`config.mk`:
```
export PLATFORM = sky130hd
export DESIGN_NAME = regfile_multiport_flat
export DESIGN_NICKNAME = d
export VERILOG_FILES = /design/src/rtl/regfile_pkg.sv /design/src/rtl/regfile_if.sv /design/src/rtl/regfile_read_port.sv /design/src/rtl/regfile_multiport.sv /design/src/flat_wrapper.sv
export SDC_FILE = /design/constraint.sdc
export NUM_CORES = 1
export LEC_CHECK = 0
export ABC_AREA = 1
export BUFFER_PORTS_ARGS = -buffer_cell sky130_fd_sc_hd__buf_2
export CAP_MARGIN = 5
export CELL_PAD_IN_SITES_DETAIL_PLACEMENT = 0
export CELL_PAD_IN_SITES_GLOBAL_PLACEMENT = 1
export CORE_MARGIN = 2
export CORE_UTILIZATION = 40
export DETAILED_ROUTE_END_ITERATION = 6
export PLACE_DENSITY_LB_ADDON = 0.1
export SETUP_SLACK_MARGIN = 0.15
export SLEW_MARGIN = 10
export SYNTH_ARGS = -nofsm -noshare
export SYNTH_HDL_FRONTEND = slang
export SYNTH_SLANG_ARGS = --single-unit
```
`constraint.sdc`:
```
create_clock -name clk -period 1.1 [get_ports clk]
set_input_delay 0.11 -clock clk [delete_from_list [all_inputs] [get_ports clk]]
set_output_delay 0.11 -clock clk [all_outputs]
set_load 0.05 [all_outputs]
```
`src/rtl/regfile_pkg.sv`:
```
// Shared constants and helpers for the multiport register file.
// Optional write-first bypass is enabled by defining REGFILE_BYPASS_EN.
package regfile_pkg;

  localparam int REGFILE_DATA_W = 12;
  localparam int REGFILE_DEPTH  = 8;
  localparam int REGFILE_N_READ = 2;

  function automatic int field_lo(input int idx, input int width);
    return idx * width;
  endfunction

endpackage

```
`src/rtl/regfile_if.sv`:
```
// Write/read bus of the register file.
// master drives requests; slave returns registered read data.
interface regfile_if
  import regfile_pkg::*;
#(
  parameter int DATA_W = REGFILE_DATA_W,
  parameter int ADDR_W = $clog2(REGFILE_DEPTH),
  parameter int N_READ = REGFILE_N_READ
) ();

  logic                     we;
  logic [ADDR_W-1:0]        waddr;
  logic [DATA_W-1:0]        wdata;
  logic [N_READ-1:0]        rd_en;
  logic [N_READ*ADDR_W-1:0] raddr;
  logic [N_READ*DATA_W-1:0] rdata;
  logic [N_READ-1:0]        rd_valid;

  modport master (
    output we, waddr, wdata, rd_en, raddr,
    input  rdata, rd_valid
  );

  modport slave (
    input  we, waddr, wdata, rd_en, raddr,
    output rdata, rd_valid
  );

endinterface

```
`src/rtl/regfile_read_port.sv`:
```
// One synchronous read port: range/zero checks, optional bypass,
// registered data and valid. Bypass compare exists only with REGFILE_BYPASS_EN.
module regfile_read_port #(
  parameter int DATA_W   = 12,
  parameter int DEPTH    = 8,
  parameter int ADDR_W   = $clog2(DEPTH),
  parameter int ZERO_REG = 0
) (
  input  logic              clk,
  input  logic              rst,
  input  logic              rd_en,
  input  logic [ADDR_W-1:0] raddr,
  input  logic [DATA_W-1:0] mem [DEPTH],
`ifdef REGFILE_BYPASS_EN
  input  logic              we_eff,
  input  logic [ADDR_W-1:0] waddr,
  input  logic [DATA_W-1:0] wdata,
`endif
  output logic [DATA_W-1:0] rdata,
  output logic              rd_valid
);

  logic              in_range;
  logic              is_zero;
  logic [DATA_W-1:0] sel;

  assign in_range = int'(raddr) < DEPTH;
  assign is_zero  = (ZERO_REG != 0) && (raddr == '0);

  // Pick the value this port would return at the next edge.
  always_comb begin
    sel = '0;
    if (in_range && !is_zero) begin
      sel = mem[raddr];
`ifdef REGFILE_BYPASS_EN
      if (we_eff && (waddr == raddr))
        sel = wdata;
`endif
    end
  end

  // Output registers; data holds while the port is idle.
  always_ff @(posedge clk) begin
    if (rst) begin
      rdata    <= '0;
      rd_valid <= 1'b0;
    end else begin
      rd_valid <= rd_en;
      if (rd_en)
        rdata <= sel;
    end
  end

endmodule

```
`src/rtl/regfile_multiport.sv`:
```
// Register file with N_READ one-cycle read ports and one write port.
// Define REGFILE_BYPASS_EN for write-first; default is read-first.
module regfile_multiport
  import regfile_pkg::*;
#(
  parameter int DATA_W   = REGFILE_DATA_W,
  parameter int DEPTH    = REGFILE_DEPTH,
  parameter int ADDR_W   = $clog2(DEPTH),
  parameter int N_READ   = REGFILE_N_READ,
  parameter int ZERO_REG = 0
) (
  input  logic      clk,
  input  logic      rst,
  regfile_if.slave  bus
);

  logic [DATA_W-1:0] mem [DEPTH];
  logic              we_eff;
  logic [DATA_W-1:0] rq [N_READ];
  logic [N_READ-1:0] vq;

  assign we_eff = bus.we
               && (int'(bus.waddr) < DEPTH)
               && !((ZERO_REG != 0) && (bus.waddr == '0));

  // Storage: cleared by reset, written when the write is effective.
  always_ff @(posedge clk) begin
    if (rst) begin
      for (int j = 0; j < DEPTH; j++)
        mem[j] <= '0;
    end else if (we_eff) begin
      mem[bus.waddr] <= bus.wdata;
    end
  end

  for (genvar i = 0; i < N_READ; i++) begin : g_rd
    regfile_read_port #(
      .DATA_W   (DATA_W),
      .DEPTH    (DEPTH),
      .ADDR_W   (ADDR_W),
      .ZERO_REG (ZERO_REG)
    ) u_port (
      .clk      (clk),
      .rst      (rst),
      .rd_en    (bus.rd_en[i]),
      .raddr    (bus.raddr[field_lo(i, ADDR_W) +: ADDR_W]),
      .mem      (mem),
`ifdef REGFILE_BYPASS_EN
      .we_eff   (we_eff),
      .waddr    (bus.waddr),
      .wdata    (bus.wdata),
`endif
      .rdata    (rq[i]),
      .rd_valid (vq[i])
    );
  end

  // Pack per-port registers onto the bus.
  always_comb begin
    bus.rdata = '0;
    for (int k = 0; k < N_READ; k++)
      bus.rdata[field_lo(k, DATA_W) +: DATA_W] = rq[k];
  end

  assign bus.rd_valid = vq;

endmodule

```
`src/flat_wrapper.sv`:
```
// flat-port wrapper written by rule: the top's interface ports become plain ports
module regfile_multiport_flat import regfile_pkg::*;
#(
  parameter int DATA_W   = REGFILE_DATA_W,
  parameter int DEPTH    = REGFILE_DEPTH,
  parameter int ADDR_W   = $clog2(DEPTH),
  parameter int N_READ   = REGFILE_N_READ,
  parameter int ZERO_REG = 0
)
  (clk, rst, bus_we, bus_waddr, bus_wdata, bus_rd_en, bus_raddr, bus_rdata, bus_rd_valid);
  regfile_if #(.DATA_W(DATA_W), .ADDR_W(ADDR_W), .N_READ(N_READ)) bus_i ();
  input  logic clk;
  input  logic rst;
  input wire logic [$bits(bus_i.we)-1:0] bus_we;
  input wire logic [$bits(bus_i.waddr)-1:0] bus_waddr;
  input wire logic [$bits(bus_i.wdata)-1:0] bus_wdata;
  input wire logic [$bits(bus_i.rd_en)-1:0] bus_rd_en;
  input wire logic [$bits(bus_i.raddr)-1:0] bus_raddr;
  output wire logic [$bits(bus_i.rdata)-1:0] bus_rdata;
  output wire logic [$bits(bus_i.rd_valid)-1:0] bus_rd_valid;
  assign bus_i.we = bus_we;
  assign bus_i.waddr = bus_waddr;
  assign bus_i.wdata = bus_wdata;
  assign bus_i.rd_en = bus_rd_en;
  assign bus_i.raddr = bus_raddr;
  assign bus_rdata = bus_i.rdata;
  assign bus_rd_valid = bus_i.rd_valid;
  regfile_multiport #(.DATA_W(DATA_W), .DEPTH(DEPTH), .ADDR_W(ADDR_W), .N_READ(N_READ), .ZERO_REG(ZERO_REG)) u_core (.clk(clk), .rst(rst), .bus(bus_i));
endmodule
```
# Word level (Yosys, flattened, before mapping)
# Cells that the tools add are included.
# classes
n_lt_le_gt_ge,4
n_mux,9
n_bitwise,3
reduce_logical,1
# ops
cell,n
$bwmux W96,1
$bmux W12 S3,2
$mux W12,5
$demux W12 S3,1
$ge A4 B4 Y1 const B,3
$not A3 Y4,3
$lt A4 B1 Y1 const B,1
$logic_and A1 B1 Y1,1
# totals
register_bits,122
in_bits,26
elab_cells,29

# Longest topological paths before layout
# Gate-level depths: netlist (run 1).
# depth
word_depth,6
depth_mapped,8
depth_no_buf,6

# Cells and area by module
# Synthesis (run 1) repeated with hierarchy kept, for this count alone.
# unflattened
hier_cells,1229
area_unflattened_um2,7109.3
# by_module_without_submodules
mod,instances,cells_each,area_each_um2,seq_area_each_um2
regfile_multiport,1,551,3841.2,1921.8
regfile_read_port,2,339,1634.1,260.2

# Worst setup path after synthesis (run 1)
# No wires, ideal clock.
# synth_timing
path_type,flip-flop to flip-flop
startpoint,register u_core.g_rd[0].u_port.rdata[9] (netlist name)
endpoint,register u_core.g_rd[0].u_port.rdata[9]
setup_ns,0.070
arrival_ns,0.868
setup_slack_ns,0.162
path_stages_with_launch,3
n_path_buf,0
path_cell_list,dfxtp_1 -> o21ai_0 -> a21oi_1
# synth_lines
item,line_no,rtl
to (signal assigned),regfile_read_port.sv:50,rdata <= sel;
to (decl),regfile_read_port.sv:19,"output logic [DATA_W-1:0] rdata,"

# Worst setup path after layout (run 1)
# layout_timing
startpoint,register u_core.g_rd[1].u_port.rdata[6]
endpoint,output port bus_rdata[18]
# layout_lines
item,line_no,rtl
from (decl),regfile_read_port.sv:19,
from (signal assigned),regfile_read_port.sv:50,
to (decl),flat_wrapper.sv:19,output wire logic [$bits(bus_i.rdata)-1:0] bus_rdata;
# No word-level cell between the ends.

==> metrics.csv, run 1 <==
stage;metric;value;unit
status;status;finished clean;
drt;route.vias.total;6138;
clocking;cts_made_buffers;17;
sta;fmax;0.946;GHz
clocking;clock_tree.htree_level_count;4;
placement;io_buffer_count;51;
setup_path;timing.critical_path.slowest_cell_delay;380;ps
clocking;clock_tree.buffer_depth;2;
setup_path;path_delay_family;flip-flops;
setup_path;cpMaxStageDelayCell;sky130_fd_sc_hd__dfxtp_4;
yosys;syn-num-nets;942;
clocking;clock_tree.root_cell;sky130_fd_sc_hd__clkbuf_16;
setup_path;worst-endpoint-arrival;950;ps
grt;grt_start_max_net_pins;64;
grt;grt.total_usage;0.260;
die;die_height;126;um
drt;drt_pass_1_iters;5;
setup_path;critical_path.startpoint_type;register;
sta;final.setup.worst_slack;43.4;ps
finish;final_cell_mix;sky130_fd_sc_hd__nand2_1, sky130_fd_sc_hd__nand3_1, sky130_fd_sc_hd__o21ai_0;
die;initial_core_util;0.410;
yosys;ys_ff_latch;122;
yosys;synth-warning-count;0;
yosys;post_synth_inst_count;916;
clocking;clkLatencyLatePin;410;ps
yosys;synth.mux.area_fraction;0;
yosys;synth_compound_area_frac;0.201;
yosys;synth_cell_types;15;
finish;finalNetCount;981;
drt;drt_drc_violations_left;0;
yosys;synth_xor_xnor_area_share;0;
sta;hold_viol;0;
sta;period_share;0.961;
setup_path;endpoint_kind;output port;
clocking;cts.sink_count;122;
placement;gp_routability_congestion;0.858;
sta;setup_violations;0;
sta;grt_setup_unrepaired;yes;
worst_hold_path;min-delay-path-class;input port to register;
setup_path;timing.critical_path.buf_inv;1;
finish;drive_gt1_frac;0.246;
yosys;post_synth_and_or_nand_nor_area_fraction;0.267;
drt;antenna_left;0;
drt;wire_per_inst;17.7;um
grt;grt_overflow;0;
power_and_ir_drop;power.density_cell_area;1550;nW/um^2
sta;finalCriticalPeriod;1060;ps
setup_path;required;990;ps
placement;worst_slack_after_detailed_placement;-20.6;ps
grt;initial_antenna_violation_count;4;
yosys;synth_adder_area_share;0;
die;rows;44;
drt;finalWirelength;20500;um
yosys;synth.top_cells.by_area;sky130_fd_sc_hd__dfxtp_1, sky130_fd_sc_hd__nand2_1, sky130_fd_sc_hd__nand3_1;
finish;mostFrequentLayoutCell;sky130_fd_sc_hd__nand2_1;
power_and_ir_drop;vdd.ir_drop.worst;1.08;mV
yosys;postSynthAreaPerCell;6.52;um^2
power_and_ir_drop;p_leak;3.44;nW
finish;area_growth_syn_to_layout;28.7;%
sta;drv_slew;0;
yosys;synth_top_family_by_area;simple AND/OR/NAND/NOR gates;
clocking;tritoncts_clock_tree;yes;
setup_path;path_cells;buf_8;
grt;global_route_wire_length_before_repair;32000;um
yosys;yosys.area.top_type_share;0.409;
die;design.portCount;52;
yosys;yosys.area.top_type;sky130_fd_sc_hd__dfxtp_1;
finish;filler_cell_count;1445;
job;max_cap_violations;0;
sta;skew;7.08;ps
clocking;post_cts_clock_slew_at_the_launch_and_capture_registers_of_the_worst_setup_and_hold_paths;50;ps
grt;first_global_vias;5800;
sta;slew-limit-headroom;0.670;
die;die_area;15900;um^2
setup_path;path_class;register to output port;
die;core-area;14600;um^2
sta;worst_pin_slew;495;ps
finish;core_utilization_of_the_finished_layout;0.527;
die;die_w;126;um
placement;dpl.hpwl;12900;um
drt;initialDrtViolationCount;550;
setup_path;critical_path.max_fanout;2;
yosys;seq_area_frac_synth;0.409;
drt;detail_route.vias_per_cell;5.31;
yosys;synth_area;5980;um^2
[power by group]
group | internal [mW] | leakage, nW | switching (mW)
Clock | 3.19 | 0.270 | 1.94
Combinational | 0.744 | 2.17 | 1.29
Sequential | 4.63 | 1.01 | 0.124
Total | 8.57 | 3.44 | 3.35
[final timing paths]
path                                   from                              to  slack (ps)  depth (start not counted)
max          u_core.g_rd[1].u_port.rdata[6]                   bus_rdata[18]          40                          1
min reg2reg                  u_core.mem[72]                  u_core.mem[72]         460                          2
max reg2reg                  u_core.mem[29]  u_core.g_rd[1].u_port.rdata[5]         190                          6
min                           bus_wdata[10]                  u_core.mem[34]          80                          3
[Yosys cell counts]
cell type and number:
sky130_fd_sc_hd__nand2_1 223, sky130_fd_sc_hd__nor3_1 1, sky130_fd_sc_hd__nor2_1 5, sky130_fd_sc_hd__a21oi_1 120
sky130_fd_sc_hd__clkbuf_1 41, sky130_fd_sc_hd__inv_2 2, sky130_fd_sc_hd__buf_6 4, sky130_fd_sc_hd__buf_1 4
sky130_fd_sc_hd__nand3_1 145, sky130_fd_sc_hd__buf_2 15, sky130_fd_sc_hd__dfxtp_1 122, sky130_fd_sc_hd__nor2_2 1
sky130_fd_sc_hd__buf_4 5, sky130_fd_sc_hd__inv_1 108, sky130_fd_sc_hd__o21ai_0 120
[stage by stage]
step	hold slack, ps	total power [mW]	cell area [um^2]	cells	TNS [ps]
floorplan	182	5.96	5980	916	0
global placement	309	6.57	6650	1117	-4.16
detailed placement	319	6.59	6650	1117	-26.2
CTS	64.9	11.9	7480	1150	0
global route	82.9	12.4	7680	1152	0
finish	77.6	11.9	7690	1155	0
[cell type report]
class | instances | area, um^2 | share of cell area
clock inverter | 9 | 72.6 | 0.00944
antenna | 3 | 7.51 | 0.000976
timing repair buffer | 89 | 1060 | 0.138
sequential | 122 | 2500 | 0.325
inverter | 110 | 413 | 0.0537
tap | 184 | 230 | 0.0299
multi-input combinational | 615 | 2940 | 0.382
clock buffer | 23 | 468 | 0.0609
[what timing repair did]
item                                    in CTS  in global routing
setup buffers                                0                  2
pin swaps                                    0                 14
hold endpoints to repair                     2                  0
endpoints found under the setup margin      26                 48
resized for setup                          105                101
hold buffers                                 1                  0
[sequential cells by signal, indices dropped and copies added, names as in the netlist]
| register | flops |
|---|---|
| u_core.g_rd.u_port.rd_valid | 2 |
| u_core.mem | 96 |
| u_core.g_rd.u_port.rdata | 24 |
[metal layers]
metal	global-route usage	vias to the layer above	routed length, um
met2	0.444	177	10100
met3	0.0599	29	1240
met1	0.320	2863	8720
met5	0	-	10
li1	-	3067	-
met4	0.0963	2	380
[kinds of logic (layout without fill, tap and decap cells)]
family | Yosys count | after routing
AND/OR/NAND/NOR | 375 | 375
AO/OA/AOI/OAI | 240 | 240
buffers and inverters | 179 | 231
flip-flops | 122 | 122
other | 0 | 3
No activity file was read; power rests on OpenSTA's default activity.
==> inputs of run 2 (changes only) <==
Settings changed: ABC_AREA 1 to 0, SLEW_MARGIN 10 to not set.
==> run 2 against run 1 <==
The run now ends with negative setup slack left. Clock power up 14%. Synthesized cell count down 23%. Setup slack worse by 150 ps. Critical endpoint is now u_core.g_rd[1].u_port.rdata[2].
==> metrics.csv, run 2 <==
stage;metric;value;unit;change
placement;gp_routability_congestion;0.862;;+0.44%
finish;n_antenna_cell;0;;-3
clocking;clock_tree.buffer_depth;2;;unchanged
setup_path;endpoint_kind;register;;
grt;grt_start_max_net_pins;46;;-28%
finish;drive_gt1_frac;0.429;;+0.183
power_and_ir_drop;cell_internal_pwr;9.34;mW;+9.0%
setup_path;critical_path.startpoint_type;register;;
finish;registers.top_by_ff_count;u_core.mem;;
yosys;synth_cell_types;24;;+9
status;violations;negative setup slack;;
die;design.portCount;52;;unchanged
clocking;post_cts_clock_slew_at_the_launch_and_capture_registers_of_the_worst_setup_and_hold_paths;60;ps;about the same
clocking;clock_tree.htree_level_count;4;;unchanged
sta;fmax;0.832;GHz;-12%
sta;period_share;1.09;;+0.132
power_and_ir_drop;seq_power_share;0.377;;-0.022
power_and_ir_drop;vdd.ir_drop.worst;1.16;mV;+7.0%
setup_path;path_class;register to register;;
power_and_ir_drop;power.share.switching;0.253;;-0.0279
sta;final.setup.worst_slack;-102;ps;-146 ps
finish;area_growth_syn_to_layout;42.4;%;
sta;grt_setup_unrepaired;yes;;
setup_path;critical_path.max_fanout;3;;+1
finish;final_cell_mix;sky130_fd_sc_hd__nand2_1, sky130_fd_sc_hd__a21oi_1, sky130_fd_sc_hd__dfxtp_2;;
setup_path;critical_path_depth;4;;+3
sta;slew-limit-headroom;0.621;;-0.0489
yosys;yosys.area.top_type;sky130_fd_sc_hd__dfxtp_1;;
setup_path;timing.critical_path.slowest_cell_delay;350;ps;-30 ps
clocking;clkLatencyLatePin;420;ps;about the same
yosys;synth.top_cells.by_area;sky130_fd_sc_hd__dfxtp_1, sky130_fd_sc_hd__nand2_1, sky130_fd_sc_hd__mux2_2;;
worst_hold_path;min-delay-path-class;input port to register;;
sta;setup_tns;-665;ps;-665 ps
grt;grt.total_usage;0.272;;+0.0122
die;die_w;126;um;about the same
placement;worst_slack_after_detailed_placement;-336;ps;-316 ps
yosys;yosys_most_used_dff;sky130_fd_sc_hd__dfxtp_1;;
sta;finalCriticalPeriod;1200;ps;+146 ps
job;max_cap_violations;0;;unchanged
drt;wire_per_inst;21.4;um;+21%
placement;io_buffer_count;51;;unchanged
setup_path;path_cells;mux2_4, o22ai_2, a221o_1, a211oi_2;;
power_and_ir_drop;clkPwrFrac;0.466;;+0.035
clocking;cts.sink_count;122;;unchanged
setup_path;ff2ff_path_depth;4;;-2
sta;drv_slew;0;;unchanged
yosys;syn-num-nets;733;;-22%
yosys;ys_async_sr_fraction;0;;unchanged
setup_path;required;1440;ps;+450 ps
sta;hold_viol;0;;unchanged
placement;dpl.hpwl;13700;um;+5.7%
finish;mostFrequentLayoutCell;sky130_fd_sc_hd__nand2_1;;
die;die_height;126;um;about the same
setup_path;worst-endpoint-arrival;1540;ps;+590 ps
power_and_ir_drop;p_leak;3.31;nW;-4.0%
die;die_area;15900;um^2;-0.18%
drt;route.vias.total;5602;;-8.7%
drt;drt_drc_violations_left;0;;unchanged
drt;drt_pass_1_iters;5;;unchanged
drt;detail_route.vias_per_cell;5.61;;+5.6%
die;rows;44;;unchanged
yosys;seq_area_frac_synth;0.409;;+0.000772
yosys;synth_edf_count;0;;unchanged
setup_path;path_delay_family;compound AO/OA/AOI/OAI gates;;
grt;first_global_vias;5555;;-4.2%
power_and_ir_drop;power.density_cell_area;1470;nW/um^2;-5.0%
worst_hold_path;worst_hold_path.num_cells;3;;unchanged
status;status;complete, but fails checks;;
power_and_ir_drop;power.net_switching;3.16;mW;-5.5%
drt;finalWirelength;21300;um;+4.2%
clocking;tritoncts_clock_tree;yes;;
yosys;netlist_top_cells_count;sky130_fd_sc_hd__nand2_1, sky130_fd_sc_hd__dfxtp_1, sky130_fd_sc_hd__a21oi_1, sky130_fd_sc_hd__mux2_2, sky130_fd_sc_hd__mux2i_1;;
yosys;yosys.area.top_type_share;0.409;;+0.000772
finish;finalNetCount;828;;-16%
placement;numPlacedInstances;934;;-16%
finish;layout_top_registers;u_core.mem x96, u_core.g_rd.u_port.rdata x24, u_core.g_rd.u_port.rd_valid x2;;
yosys;ys_ff_latch;122;;unchanged
clocking;clock_tree.root_cell;sky130_fd_sc_hd__clkbuf_16;;
sta;worst_pin_slew;569;ps;+73.4 ps
drt;antenna_left;0;;unchanged
finish;largest_register_ff_count;96;;unchanged
yosys;synth.most_common_cell;sky130_fd_sc_hd__nand2_1;;
sta;setup_violations;14;;+14
yosys;synth_area;5960;um^2;-0.19%
grt;global_route_wire_length_before_repair;32500;um;+1.8%
grt;initial_antenna_violation_count;0;;-4
power_and_ir_drop;comb_power_share;0.156;;-0.014
clocking;cts_made_buffers;17;;unchanged
setup_path;r2r_setup_slack;-100;ps;-290 ps
die;core-area;14500;um^2;-0.38%
sta;skew;6.12;ps;-0.956 ps
drt;initialDrtViolationCount;480;;-13%
finish;finalNonFillerCells;998;;-14%
yosys;post_synth_inst_count;707;;-23%
die;initial_core_util;0.410;;+0.000777
finish;core_utilization_of_the_finished_layout;0.584;;+0.0573
setup_path;timing.critical_path.buf_inv;0;;-1
setup_path;cpMaxStageDelayCell;sky130_fd_sc_hd__dfxtp_2;;
yosys;synth-warning-count;0;;unchanged
grt;grt_overflow;0;;unchanged
yosys;postSynthAreaPerCell;8.44;um^2;+29%
## run 2: cell types whose count changed after synthesis, moves of 28 or more
cell and change:
sky130_fd_sc_hd__nand3_1 -141, sky130_fd_sc_hd__o21ai_0 -120, sky130_fd_sc_hd__inv_1 -108, sky130_fd_sc_hd__mux2_2 +48, sky130_fd_sc_hd__mux2i_1 +48, sky130_fd_sc_hd__nor2_1 +28
## run 2: kinds of logic after synthesis
group | Yosys count | synth area share
AOI/OAI and AO/OA | 168 | 0.189
buffers and inverters | 70 | 0.0659
DFF | 122 | 0.409
muxes | 96 | 0.171
and+or+nand+nor | 251 | 0.165
## run 2: routing by layer
metal | part of all wire | wire [um] | vias up | GRT usage
met3 | 0.077 | 1640 | 47 | 0.0675
met2 | 0.45 | 9600 | 231 | 0.417
met5 | 0 | 0 | - | 0
met4 | 0.029 | 628 | 0 | 0.107
met1 | 0.44 | 9450 | 2673 | 0.369
li1 | - | - | 2651 | -
## run 2: path summary, 6_finish.rpt
kind | startpoint | to
setup reg to reg | u_core.mem[2] | u_core.g_rd[1].u_port.rdata[2]
hold / removal | bus_wdata[0] | u_core.mem[24]
setup / recovery | u_core.mem[2] | u_core.g_rd[1].u_port.rdata[2]
hold reg to reg | u_core.mem[37] | u_core.mem[37]
## run 2: through the flow
step / power [mW] / hold WS, ps / area, um^2
finish: 12.5 / 9.08 / 8490
global route: 12.9 / 15.6 / 8490
CTS: 12.5 / 4.27 / 8290
detailed placement: 6.39 / 428 / 6980
global placement: 6.37 / 427 / 6980
floorplan: 5.82 / 364 / 6180
## run 2: final cells by class
cell class / instances / area [um^2]
tap: 184 / 230
fill: 1278 / 6040
clock buffer: 23 / 468
clock inverter: 8 / 143
timing repair buffer: 146 / 1610
sequential: 122 / 2550
multi-input combinational: 515 / 3490
## run 2: worst reg2reg max path, stage by stage (launching register included)
cell	delay (ps)
sky130_fd_sc_hd__dfxtp_2	350
sky130_fd_sc_hd__mux2_4	150
sky130_fd_sc_hd__o22ai_2	80
sky130_fd_sc_hd__a221o_1	320
sky130_fd_sc_hd__a211oi_2	220
## run 2: power groups by stage
stage	Clock (mW)	Sequential [mW]	Combinational, mW
2_1_floorplan	0	4.95	0.871
3_3_place_gp	0	4.76	1.61
3_5_place_dp	0	4.76	1.62
4_1_cts	5.90	4.71	1.86
5_1_grt	6.11	4.73	2.06
6_report	5.83	4.72	1.95
## run 2: repair_timing
action / in CTS / in global routing
hold endpoints to repair: 23 / 0
hold buffers: 7 / 0
setup endpoints to repair: 50 / 50
resized for setup: 188 / 29
setup buffers: 14 / 12
pin swaps: 9 / 18
